==> src/rtl/ddr_pkg.sv <==
//------------------------------------------------------------------------------
// Module  : ddr_pkg
// Purpose : Shared types for the DDR host request arbiter: the MRS
//           configuration record and the arbiter sequencing states.
// Rev     : 1.0  initial release
//------------------------------------------------------------------------------
`default_nettype none

package ddr_pkg;

  // Mode-register fields that are reprogrammed as one atomic group
  typedef struct packed {
    logic [2:0] cl;
    logic [1:0] al;
    logic [2:0] bl;
    logic [2:0] cwl;
    logic       rd_pre;
    logic       wr_pre;
  } req_cfg_t;

  localparam int CFG_W = $bits(req_cfg_t);

  // Issue sequencing around a mode-register update
  typedef enum logic [1:0] {
    RUN   = 2'd0,
    DRAIN = 2'd1,
    MRS   = 2'd2,
    WAIT  = 2'd3
  } arb_state_t;

endpackage

`default_nettype wire

==> src/rtl/ddr_sync_fifo.sv <==
//------------------------------------------------------------------------------
// Module  : ddr_sync_fifo
// Purpose : Single-clock FIFO with show-ahead output. Pointers carry an extra
//           wrap bit so full and empty fall out of pointer comparison.
// Rev     : 1.0  initial release
//------------------------------------------------------------------------------
`default_nettype none

module ddr_sync_fifo #(
  parameter int WIDTH = 8,
  parameter int DEPTH = 8
) (
  input  logic                     clk,
  input  logic                     reset,
  input  logic                     push,
  input  logic [WIDTH-1:0]         din,
  input  logic                     pop,
  output logic [WIDTH-1:0]         dout,
  output logic                     full,
  output logic                     empty,
  output logic [$clog2(DEPTH):0]   count
);

  localparam int AW = $clog2(DEPTH);

  logic [WIDTH-1:0] mem [DEPTH];
  logic [AW:0]      wr_ptr;
  logic [AW:0]      rd_ptr;
  logic             do_push;
  logic             do_pop;

  assign empty   = (wr_ptr == rd_ptr);
  assign full    = (wr_ptr[AW] != rd_ptr[AW]) && (wr_ptr[AW-1:0] == rd_ptr[AW-1:0]);
  assign count   = wr_ptr - rd_ptr;
  assign do_push = push & ~full;
  assign do_pop  = pop & ~empty;
  assign dout    = mem[rd_ptr[AW-1:0]];

  // Pointer advance; a full FIFO refuses pushes even if popped the same cycle
  always_ff @(posedge clk) begin
    if (reset) begin
      wr_ptr <= '0;
      rd_ptr <= '0;
    end else begin
      if (do_push) wr_ptr <= wr_ptr + 1'b1;
      if (do_pop)  rd_ptr <= rd_ptr + 1'b1;
    end
  end

  // Storage write; contents need no reset since the pointers gate visibility
  always_ff @(posedge clk) begin
    if (do_push) mem[wr_ptr[AW-1:0]] <= din;
  end

endmodule

`default_nettype wire

==> src/rtl/ddr_host_req_arbiter.sv <==
//------------------------------------------------------------------------------
// Module  : ddr_host_req_arbiter
// Purpose : N_CH host request channels, round-robin issue into one controller
//           command port, in-order read return routing and safe MRS sequencing.
// Rev     : 1.0  initial release
//------------------------------------------------------------------------------
`default_nettype none

module ddr_host_req_arbiter
  import ddr_pkg::*;
#(
  parameter int N_CH   = 4,
  parameter int DEPTH  = 8,
  parameter int ADDR_W = 32,
  parameter int DATA_W = 64,
  parameter int RD_OUT = 16,
  parameter int T_MOD  = 24,
  localparam int CH_W  = (N_CH > 1) ? $clog2(N_CH) : 1
) (
  input  logic                     CK_t,
  input  logic                     reset,
  input  logic [N_CH-1:0]          host_valid,
  output logic [N_CH-1:0]          host_ready,
  input  logic [N_CH-1:0]          host_wr,
  input  logic [N_CH*ADDR_W-1:0]   host_addr,
  input  logic [N_CH*DATA_W-1:0]   host_wdata,
  input  logic                     cfg_valid,
  output logic                     cfg_ready,
  input  logic [2:0]               cfg_cl,
  input  logic [1:0]               cfg_al,
  input  logic [2:0]               cfg_bl,
  input  logic [2:0]               cfg_cwl,
  input  logic                     cfg_rd_pre,
  input  logic                     cfg_wr_pre,
  output logic                     ctrl_valid,
  input  logic                     ctrl_ready,
  output logic                     ctrl_wr,
  output logic [ADDR_W-1:0]        ctrl_addr,
  output logic [DATA_W-1:0]        ctrl_wdata,
  output logic [CH_W-1:0]          ctrl_ch,
  output logic [2:0]               CL,
  output logic [1:0]               AL,
  output logic [2:0]               BL,
  output logic [2:0]               CWL,
  output logic                     RD_PRE,
  output logic                     WR_PRE,
  output logic                     mrs_update,
  input  logic                     rd_valid,
  input  logic [DATA_W-1:0]        rd_data,
  output logic [N_CH-1:0]          host_rvalid,
  output logic [DATA_W-1:0]        host_rdata,
  output logic                     busy,
  output logic                     err_rd_orphan
);

  localparam int REQ_W = 1 + ADDR_W + DATA_W;
  localparam int QAW   = $clog2(DEPTH);
  localparam int TAW   = $clog2(RD_OUT);
  localparam int MW    = $clog2(T_MOD);

  logic [N_CH-1:0]  req_full, req_empty, req_push, req_pop, elig, ch_busy;
  logic [REQ_W-1:0] req_head [N_CH];
  logic [QAW:0]     req_count [N_CH];
  logic [REQ_W-1:0] head_sel;

  logic             tag_full, tag_empty, tag_push, tag_pop;
  logic [CH_W-1:0]  tag_head;
  logic [TAW:0]     tag_count;

  logic [CH_W-1:0]  rr_ptr, grant, cand;
  logic             grant_any, issue_en, load;
  int               idx;

  arb_state_t       state, state_next;
  req_cfg_t         cfg_pend, cfg_act;
  logic [MW-1:0]    mod_cnt;

  assign host_ready = ~req_full;

  for (genvar i = 0; i < N_CH; i++) begin : g_ch
    assign req_push[i] = host_valid[i] & ~req_full[i];
    assign req_pop[i]  = load & (grant == CH_W'(i));
    assign elig[i]     = ~req_empty[i] & (req_head[i][REQ_W-1] | ~tag_full);
    assign ch_busy[i]  = (req_count[i] != '0);

    ddr_sync_fifo #(.WIDTH(REQ_W), .DEPTH(DEPTH)) u_req_fifo (
      .clk   (CK_t),
      .reset (reset),
      .push  (req_push[i]),
      .din   ({host_wr[i], host_addr[i*ADDR_W +: ADDR_W], host_wdata[i*DATA_W +: DATA_W]}),
      .pop   (req_pop[i]),
      .dout  (req_head[i]),
      .full  (req_full[i]),
      .empty (req_empty[i]),
      .count (req_count[i])
    );
  end

  // Round-robin pick: first eligible channel at or after rr_ptr wins
  always_comb begin
    grant     = '0;
    grant_any = 1'b0;
    idx       = 0;
    cand      = '0;
    for (int k = N_CH - 1; k >= 0; k--) begin
      idx = int'(rr_ptr) + k;
      if (idx >= N_CH) idx = idx - N_CH;
      cand = CH_W'(idx);
      if (elig[cand]) begin
        grant     = cand;
        grant_any = 1'b1;
      end
    end
  end

  assign head_sel = req_head[grant];
  assign load     = (~ctrl_valid | ctrl_ready) & issue_en & grant_any;

  // rr_ptr holds the channel with top priority next; it moves only on a grant
  always_ff @(posedge CK_t) begin
    if (reset)     rr_ptr <= '0;
    else if (load) rr_ptr <= (grant == CH_W'(N_CH - 1)) ? '0 : grant + 1'b1;
  end

  // Command output register; holds steady while the controller stalls
  always_ff @(posedge CK_t) begin
    if (reset) begin
      ctrl_valid <= 1'b0;
      ctrl_wr    <= 1'b0;
      ctrl_addr  <= '0;
      ctrl_wdata <= '0;
      ctrl_ch    <= '0;
    end else if (load) begin
      ctrl_valid                       <= 1'b1;
      {ctrl_wr, ctrl_addr, ctrl_wdata} <= head_sel;
      ctrl_ch                          <= grant;
    end else if (ctrl_ready) begin
      ctrl_valid <= 1'b0;
    end
  end

  assign tag_push = load & ~head_sel[REQ_W-1];
  assign tag_pop  = rd_valid & ~tag_empty;

  ddr_sync_fifo #(.WIDTH(CH_W), .DEPTH(RD_OUT)) u_tag_fifo (
    .clk   (CK_t),
    .reset (reset),
    .push  (tag_push),
    .din   (grant),
    .pop   (tag_pop),
    .dout  (tag_head),
    .full  (tag_full),
    .empty (tag_empty),
    .count (tag_count)
  );

  // Read return steered to the oldest outstanding tag in the same cycle
  always_comb begin
    host_rvalid = '0;
    host_rdata  = '0;
    if (tag_pop) begin
      host_rvalid[tag_head] = 1'b1;
      host_rdata            = rd_data;
    end
  end

  // Sticky flag for read data that had no issuing channel to return to
  always_ff @(posedge CK_t) begin
    if (reset)                        err_rd_orphan <= 1'b0;
    else if (rd_valid && tag_empty)   err_rd_orphan <= 1'b1;
  end

  // FSM state register
  always_ff @(posedge CK_t) begin
    if (reset) state <= RUN;
    else       state <= state_next;
  end

  // FSM next-state: drain commands and reads before reprogramming, then hold off
  always_comb begin
    state_next = state;
    case (state)
      RUN:     if (cfg_valid)                    state_next = DRAIN;
      DRAIN:   if (!ctrl_valid && tag_empty)     state_next = MRS;
      MRS:                                       state_next = WAIT;
      WAIT:    if (mod_cnt == '0)                state_next = RUN;
      default:                                   state_next = RUN;
    endcase
  end

  // FSM outputs; the last WAIT cycle may already load so the first command
  // appears exactly T_MOD cycles after the mrs_update pulse
  always_comb begin
    cfg_ready  = (state == RUN);
    mrs_update = (state == MRS);
    issue_en   = (state == RUN) || ((state == WAIT) && (mod_cnt == '0));
  end

  // Pending/active configuration and the tMOD hold-off counter
  always_ff @(posedge CK_t) begin
    if (reset) begin
      cfg_pend <= '0;
      cfg_act  <= '0;
      mod_cnt  <= '0;
    end else begin
      if (state == RUN && cfg_valid) begin
        cfg_pend.cl     <= cfg_cl;
        cfg_pend.al     <= cfg_al;
        cfg_pend.bl     <= cfg_bl;
        cfg_pend.cwl    <= cfg_cwl;
        cfg_pend.rd_pre <= cfg_rd_pre;
        cfg_pend.wr_pre <= cfg_wr_pre;
      end
      if (state_next == MRS && state != MRS) begin
        cfg_act <= cfg_pend;
        mod_cnt <= MW'(T_MOD - 1);
      end else if (mod_cnt != '0) begin
        mod_cnt <= mod_cnt - MW'(1);
      end
    end
  end

  assign CL     = cfg_act.cl;
  assign AL     = cfg_act.al;
  assign BL     = cfg_act.bl;
  assign CWL    = cfg_act.cwl;
  assign RD_PRE = cfg_act.rd_pre;
  assign WR_PRE = cfg_act.wr_pre;

  assign busy = (|ch_busy) | (tag_count != '0) | ctrl_valid | (state != RUN);

endmodule

`default_nettype wire

==> config.mk <==
export PLATFORM = sky130hd
export DESIGN_NAME = ddr_host_req_arbiter
export DESIGN_NICKNAME = d
export VERILOG_FILES = /design/src/rtl/ddr_pkg.sv /design/src/rtl/ddr_sync_fifo.sv /design/src/rtl/ddr_host_req_arbiter.sv
export SDC_FILE = /design/constraint.sdc
export NUM_CORES = 2
export LEC_CHECK = 0
export CAP_MARGIN = 20
export CORE_MARGIN = 1
export CORE_UTILIZATION = 45
export CTS_CLUSTER_DIAMETER = 50
export DETAILED_ROUTE_END_ITERATION = 7
export GPL_TIMING_DRIVEN = 1
export PLACE_DENSITY = 0.64
export SYNTH_ARGS = -nofsm -noshare
export SYNTH_HDL_FRONTEND = slang
export SYNTH_SLANG_ARGS = --single-unit
==> constraint.sdc <==
create_clock -name CK_t -period 16.65 [get_ports CK_t]
set_input_delay 3.33 -clock CK_t [delete_from_list [all_inputs] [get_ports CK_t]]
set_output_delay 3.33 -clock CK_t [all_outputs]
set_load 0.05 [all_outputs]
; ---- After elaboration in Yosys (flattened, before gate mapping)
; Memory sizes are Yosys's and may differ from the RTL's. A register that Yosys moved wholly into a read port is not among the register bits.
; Cells that the tools add are included.
[totals]
ram_bits = 3136
register_bits = 178
mem_count = 5
[classes]
add_sub_neg = 24
n_eq_ne = 23
n_lt_le_gt_ge = 11
n_mux = 56
reduce_logical = 27
bitwise = 48
[mem_list]
columns = name, words, width, read_ports, rd_ports_with_merged_regs, wr, line
row1 = g_ch[0].u_req_fifo.mem, 8, 97, 1, 1, 1, ddr_sync_fifo.sv:26  ; logic [WIDTH-1:0] mem [DEPTH];
row2 = g_ch[1].u_req_fifo.mem, 8, 97, 1, 1, 1, ddr_sync_fifo.sv:26
row3 = g_ch[2].u_req_fifo.mem, 8, 97, 1, 1, 1, ddr_sync_fifo.sv:26
row4 = g_ch[3].u_req_fifo.mem, 8, 97, 1, 1, 1, ddr_sync_fifo.sv:26
row5 = u_tag_fifo.mem, 16, 2, 1, 1, 1, ddr_sync_fifo.sv:26
[op_table]
columns = operator, count
row1 = binary-select mux 97 bit (select 2 bit), 1
row2 = 2-to-1 mux 97 bit, 2
row3 = 2-to-1 mux 64 bit, 1
row4 = adder 4 x 1 -> 4 bit (second input constant), 8
row5 = bitwise AND 1 bit, 26
row6 = 2-to-1 mux 2 bit, 12
row7 = 2-to-1 mux 3 bit, 8
row8 = 2-to-1 mux 1 bit, 21
row9 = equality test 4 bit, 5
row10 = nonzero test 4 bit, 4
row11 = subtractor 4 bit, 4
row12 = less-than comparator 2 x 3 -> 1 bit (second input constant), 5
row13 = equality test 3 bit, 4
row14 = >= comparator 3 bit (second input constant), 4
row15 = 2-to-1 mux 4 bit, 3
row16 = inverter 1 bit, 12
row17 = logical AND 1 bit, 11
row18 = adder 5 x 1 -> 5 bit (second input constant), 2
row19 = equality test 2 bit (second input constant), 5
row20 = 2-to-1 mux 5 bit, 2
row21 = nonzero test 5 bit, 2
row22 = binary-select mux 1 bit (select 2 bit), 4
row23 = bitwise OR 1 bit, 8
row24 = one-hot mux 2 bit (4 select lines), 1
row25 = 22 further kinds, 34

; ---- Longest topological paths before layout
[depth]
word_depth = 20
ltp_mapped = 16
mapped_depth_nobuf = 13

; ---- Hierarchy
; Synthesis repeated with hierarchy kept, for this count alone.
[hier_totals]
cells_unflattened = 6262
area_unflattened_um2 = 131562.4
[modules_own_cells]
columns = mod, n_inst, area_per_inst_um2, cells_each
row1 = ddr_sync_fifo at g_ch[0].u_req_fifo ..., 3, 29736.0, 1195
row2 = ddr_sync_fifo at g_ch[3].u_req_fifo, 1, 29734.8, 1195
row3 = ddr_host_req_arbiter, 1, 10537.6, 1326
row4 = ddr_sync_fifo at u_tag_fifo, 1, 2082.0, 156

; ---- Worst setup path after synthesis
; No wires, ideal clock.
[synth_path]
kind = in2reg
from = in host_valid[0]
to = mem g_ch[0].u_req_fifo.mem[0][0] in the netlist's numbering, enable pin
stages = 3
path_slack_ns = 5.717
path_buffers = 0
setup_ns = 0.671
arrival_ns = 10.262
t_required_ns = 15.979
path_cell_list = and2_0 > nand2_1 > nor3_1
[synth_between]
elab_chain_cells = 4
[synth_rtl]
columns = element, line
row1 = from (decl), ddr_host_req_arbiter.sv:22  ; input logic [N_CH-1:0] host_valid,
row2 = bitwise AND 1 bit, ddr_host_req_arbiter.sv:81  ; assign req_push[i] = host_valid[i] & ~req_full[i];
row3 = bitwise AND 1 bit, ddr_sync_fifo.sv:35  ; assign do_push = push & ~full;
row4 = 2-to-1 mux 1 bit, ddr_sync_fifo.sv:52  ; if (do_push) mem[wr_ptr[AW-1:0]] <= din;
row5 = 2-to-1 mux 1 bit (implied by the code), ddr_sync_fifo.sv:52
row6 = to (decl), ddr_sync_fifo.sv:26
; Every way passes these cells.

; ---- Worst setup path after layout
[layout_path]
from = in rd_valid
to = out host_rvalid[0]
[layout_between]
elab_chain_cells = 2
[layout_rtl]
columns = element, line
row1 = from (decl), ddr_host_req_arbiter.sv:48  ; input logic rd_valid,
row2 = bitwise AND 1 bit, ddr_host_req_arbiter.sv:143  ; assign tag_pop = rd_valid & ~tag_empty;
row3 = 2-to-1 mux 4 bit, ddr_host_req_arbiter.sv:161  ; if (tag_pop) begin
row4 = to (decl), ddr_host_req_arbiter.sv:50  ; output logic [N_CH-1:0] host_rvalid,
; Every way passes these cells.

==> flow_metrics.py <==
metrics = {
    "status": {
        "status": "finished, final reports clean",
    },
    "timing": {
        "finalHoldViolCount": 0,
        "slew_viol_final": 0,
        "fin_crit_sh_pct": 52.2,
        "skew_ns": 0.0441,
        "worst_pin_slew_ns": 1.12,
        "fin_crit_ns": 8.69,
        "fmax_mhz": 115,
        "tns_ns": 0,
        "setup_violations": 0,
        "slew_headroom_pct": 25.0,
        "rsz0062_at_grt": "no",
    },
    "synthesis": {
        "syn-num-nets": 6589,
        "synthTopCellsByArea": "edfxtp_1, mux4_2, dfxtp_1, mux2i_1, nand2_1",
        "synth-adder-area-share_pct": 0.348,
        "avgSynthCellArea_um2": 21.1,
        "synthArstFlopShare_pct": 0,
        "synth_top_family_by_area": "multiplexers",
        "yosys_warnings": 0,
        "synth_mux_area_share_pct": 17.1,
        "yosysTopAreaCell": "edfxtp_1",
        "netlist_instances": 6080,
        "ys_seq_area_share_pct": 76.6,
        "synth_edf_count": 3136,
        "synth-xor-area-share_pct": 0.274,
        "synthSimpleGateAreaFrac_pct": 2.84,
        "synth_top_area_share_pct": 73.5,
        "syn_area_um2": 128000,
        "yosysUniqueCellTypes": 58,
        "synthFlopType": "edfxtp_1",
        "ys_ff_latch": 3330,
        "synth_compound_area_share_pct": 1.61,
    },
    "die": {
        "top_level_ports": 663,
        "die_w_um": 535,
        "dieArea_um2": 287000,
        "initial_core_util_pct": 45.3,
        "coreArea_um2": 283000,
        "die_y_um": 535,
        "rows": 195,
    },
    "routing": {
        "routed_wl_um": 321000,
        "drc_errors": 0,
        "ant_nets": 0,
        "dr.pass1.iters": 5,
        "num_vias": 62200,
        "vias_per_cell": 5.68,
        "drt_iter0_markers": 5215,
        "wl_per_cell_um": 29.3,
    },
    "clock_network": {
        "cts_tree": "done",
        "clk_pin_slew_ns": 0.06,
        "cts_buffers": 363,
        "cts.sinks": 3330,
        "htreeDepth": 5,
        "cts_repair_resize_count": 0,
        "cts_buffer_depth": 4,
        "cts_setup_buffers": 0,
        "clkLatencyLatePin_ns": 0.87,
        "root_buffer": "clkbuf_16",
        "cts_hold_buf": 0,
    },
    "global_route": {
        "grt_max_degree": 140,
        "grt_overflow_total": 0,
        "antenna_found_initial": 147,
        "grt_pass1_wl_um": 457000,
        "grt_pass1_vias": 63700,
        "track_usage_pct": 22.2,
    },
    "place": {
        "portBuffers": 662,
        "dp_hpwl_um": 194000,
        "dpl.cell_count": 10200,
        "dpl_cell_area_um2": 139000,
        "place.gp.congestion": 0.777,
    },
    "min_path": {
        "hold_class": "flip-flop to flip-flop",
        "min_from": "cfg_pend[11]$_SDFFE_PP0P_",
        "whs_path_depth": 2,
        "hold_end": "CL[1]$_SDFFE_PP0P_",
    },
    "finish": {
        "syn_to_final_growth_pct": 18.0,
        "final_area_um2": 151000,
        "drive_gt1_share_pct": 22.1,
        "layout_common_cells": "edfxtp_1, mux4_2, clkdlybuf4s50_1",
        "final_common_cell": "edfxtp_1",
        "layoutNonFillerInstCount": 10900,
        "n_fill_cell": 21600,
        "nets": 7373,
    },
    "flow_run": {
        "maxCapViolCount": 0,
    },
    "critical_path": {
        "regToRegEndpoint": "ctrl_addr[6]$_SDFFE_PP0N_",
        "end_kind": "output pin",
        "crit_path_start_kind": "input pin",
        "arrival_ns": 5.36,
        "crit_required_ns": 13.32,
        "r2r_slack_ns": 10.79,
        "crit_type": "input pin to output pin",
        "critPathMaxFanout": 69,
        "r2r_cells": 10,
    },
    "power": {
        "comb_power_share_pct": 17.5,
        "power_frac_seq_pct": 45.2,
        "irDropWorstVdd_v": 0.000112,
        "intPower_mw": 15.5,
        "p_leak_nw": 46.2,
        "p_clk_share_pct": 37.4,
        "p_sw_mw": 5.88,
        "power_density_nw_per_um2": 141,
        "swShare_pct": 27.5,
    },
}
==> cell families (layout without fill, tap and decap cells) <==
logic type | count (synthesis) | after routing
flops | 3330 | 3330
other cells | 0 | 38
fa+ha+maj | 35 | 35
buf+inv | 377 | 1457
mux | 1197 | 1197
xor+xnor | 40 | 40
simple gates | 829 | 829
compound gates | 272 | 272
==> sequential cells by signal, indices dropped and copies added, names as in the netlist, 2 cells and up, named ones only <==
name,count
AL,2
BL,3
CL,3
CWL,3
cfg_pend,13
ctrl_addr,32
ctrl_ch,2
ctrl_wdata,64
g_ch.u_req_fifo.mem,3104
g_ch.u_req_fifo.rd_ptr,16
g_ch.u_req_fifo.wr_ptr,16
mod_cnt,5
rr_ptr,2
state,2
u_tag_fifo.mem,32
u_tag_fifo.rd_ptr,5
u_tag_fifo.wr_ptr,5
==> power by group through the flow <==
stage | combinational, mW | clock [mW] | sequential, mW
2_1_floorplan | 2.05 | 0 | 10.1
5_1_grt | 3.97 | 8.45 | 9.68
3_5_place_dp | 3.84 | 0 | 9.83
6_report | 3.73 | 7.98 | 9.65
4_1_cts | 3.85 | 8.13 | 9.66
3_3_place_gp | 3.80 | 0 | 9.82
==> synthesized netlist by cell type (all sizes together), types with 71 or more instances <==
cell type and number:
clkbuf 223, nor2 190, o211ai 97, a311oi 96, dfxtp 194, mux2i 305
mux2 110, edfxtp 3136, and2 71, mux4 782, nand2 376, buf 121
nand3 112
==> area by class of cell <==
type                       count  area [um^2]  area share, %
clock buffer                 461         9780           6.47
inverter                      33          134         0.0886
tap                         3743         4680           3.10
sequential                  3330        98100           64.9
multi-input combinational   2373        28600           18.9
clock inverter               200         2150           1.42
antenna                       38         95.1         0.0629
timing repair buffer         763         7560           5.00
==> metal layers <==
| layer | global-route usage [%] | vias to the layer above | routed length, um |
|---|---|---|---|
| li1 | - | 26800 | - |
| met1 | 27.0 | 32700 | 120000 |
| met2 | 38.6 | 1959 | 166000 |
| met3 | 5.67 | 622 | 23200 |
| met4 | 7.37 | 114 | 10800 |
| met5 | 0 | - | 728 |
==> worst max-delay path by stage <==
stage,from,endpoint,slack [ns]
final,rd_valid,host_rvalid[0],7.96
after global routing,rd_valid,host_rvalid[0],7.89
after CTS,rd_valid,host_rvalid[1],7.37
after detailed placement,rd_valid,host_rvalid[1],7.37
after global placement,rd_valid,host_rvalid[2],7.45
after floorplan,host_valid[0],g_ch[0].u_req_fifo.mem[0][0]$_DFFE_PP_,5.72
==> critical path, cell delays in order <==
cell,delay (ns)
clkdlybuf4s50_1,0.48
nor2b_4,0.23
buf_12,0.26
nor3b_1,0.22
clkdlybuf4s50_1,0.83
==> per-stage QoR <==
step	hold WS, ns	power, mW	utilization [%]	setup WS, ns
floorplan	0.432	12.1	-	5.72
global placement	0.436	13.6	49.2	7.45
detailed placement	0.450	13.7	49.2	7.37
CTS	0.458	21.6	53.4	7.37
global route	0.478	22.1	53.5	7.89
finish	0.456	21.4	53.5	7.96
(Power assumes the default switching activity.)
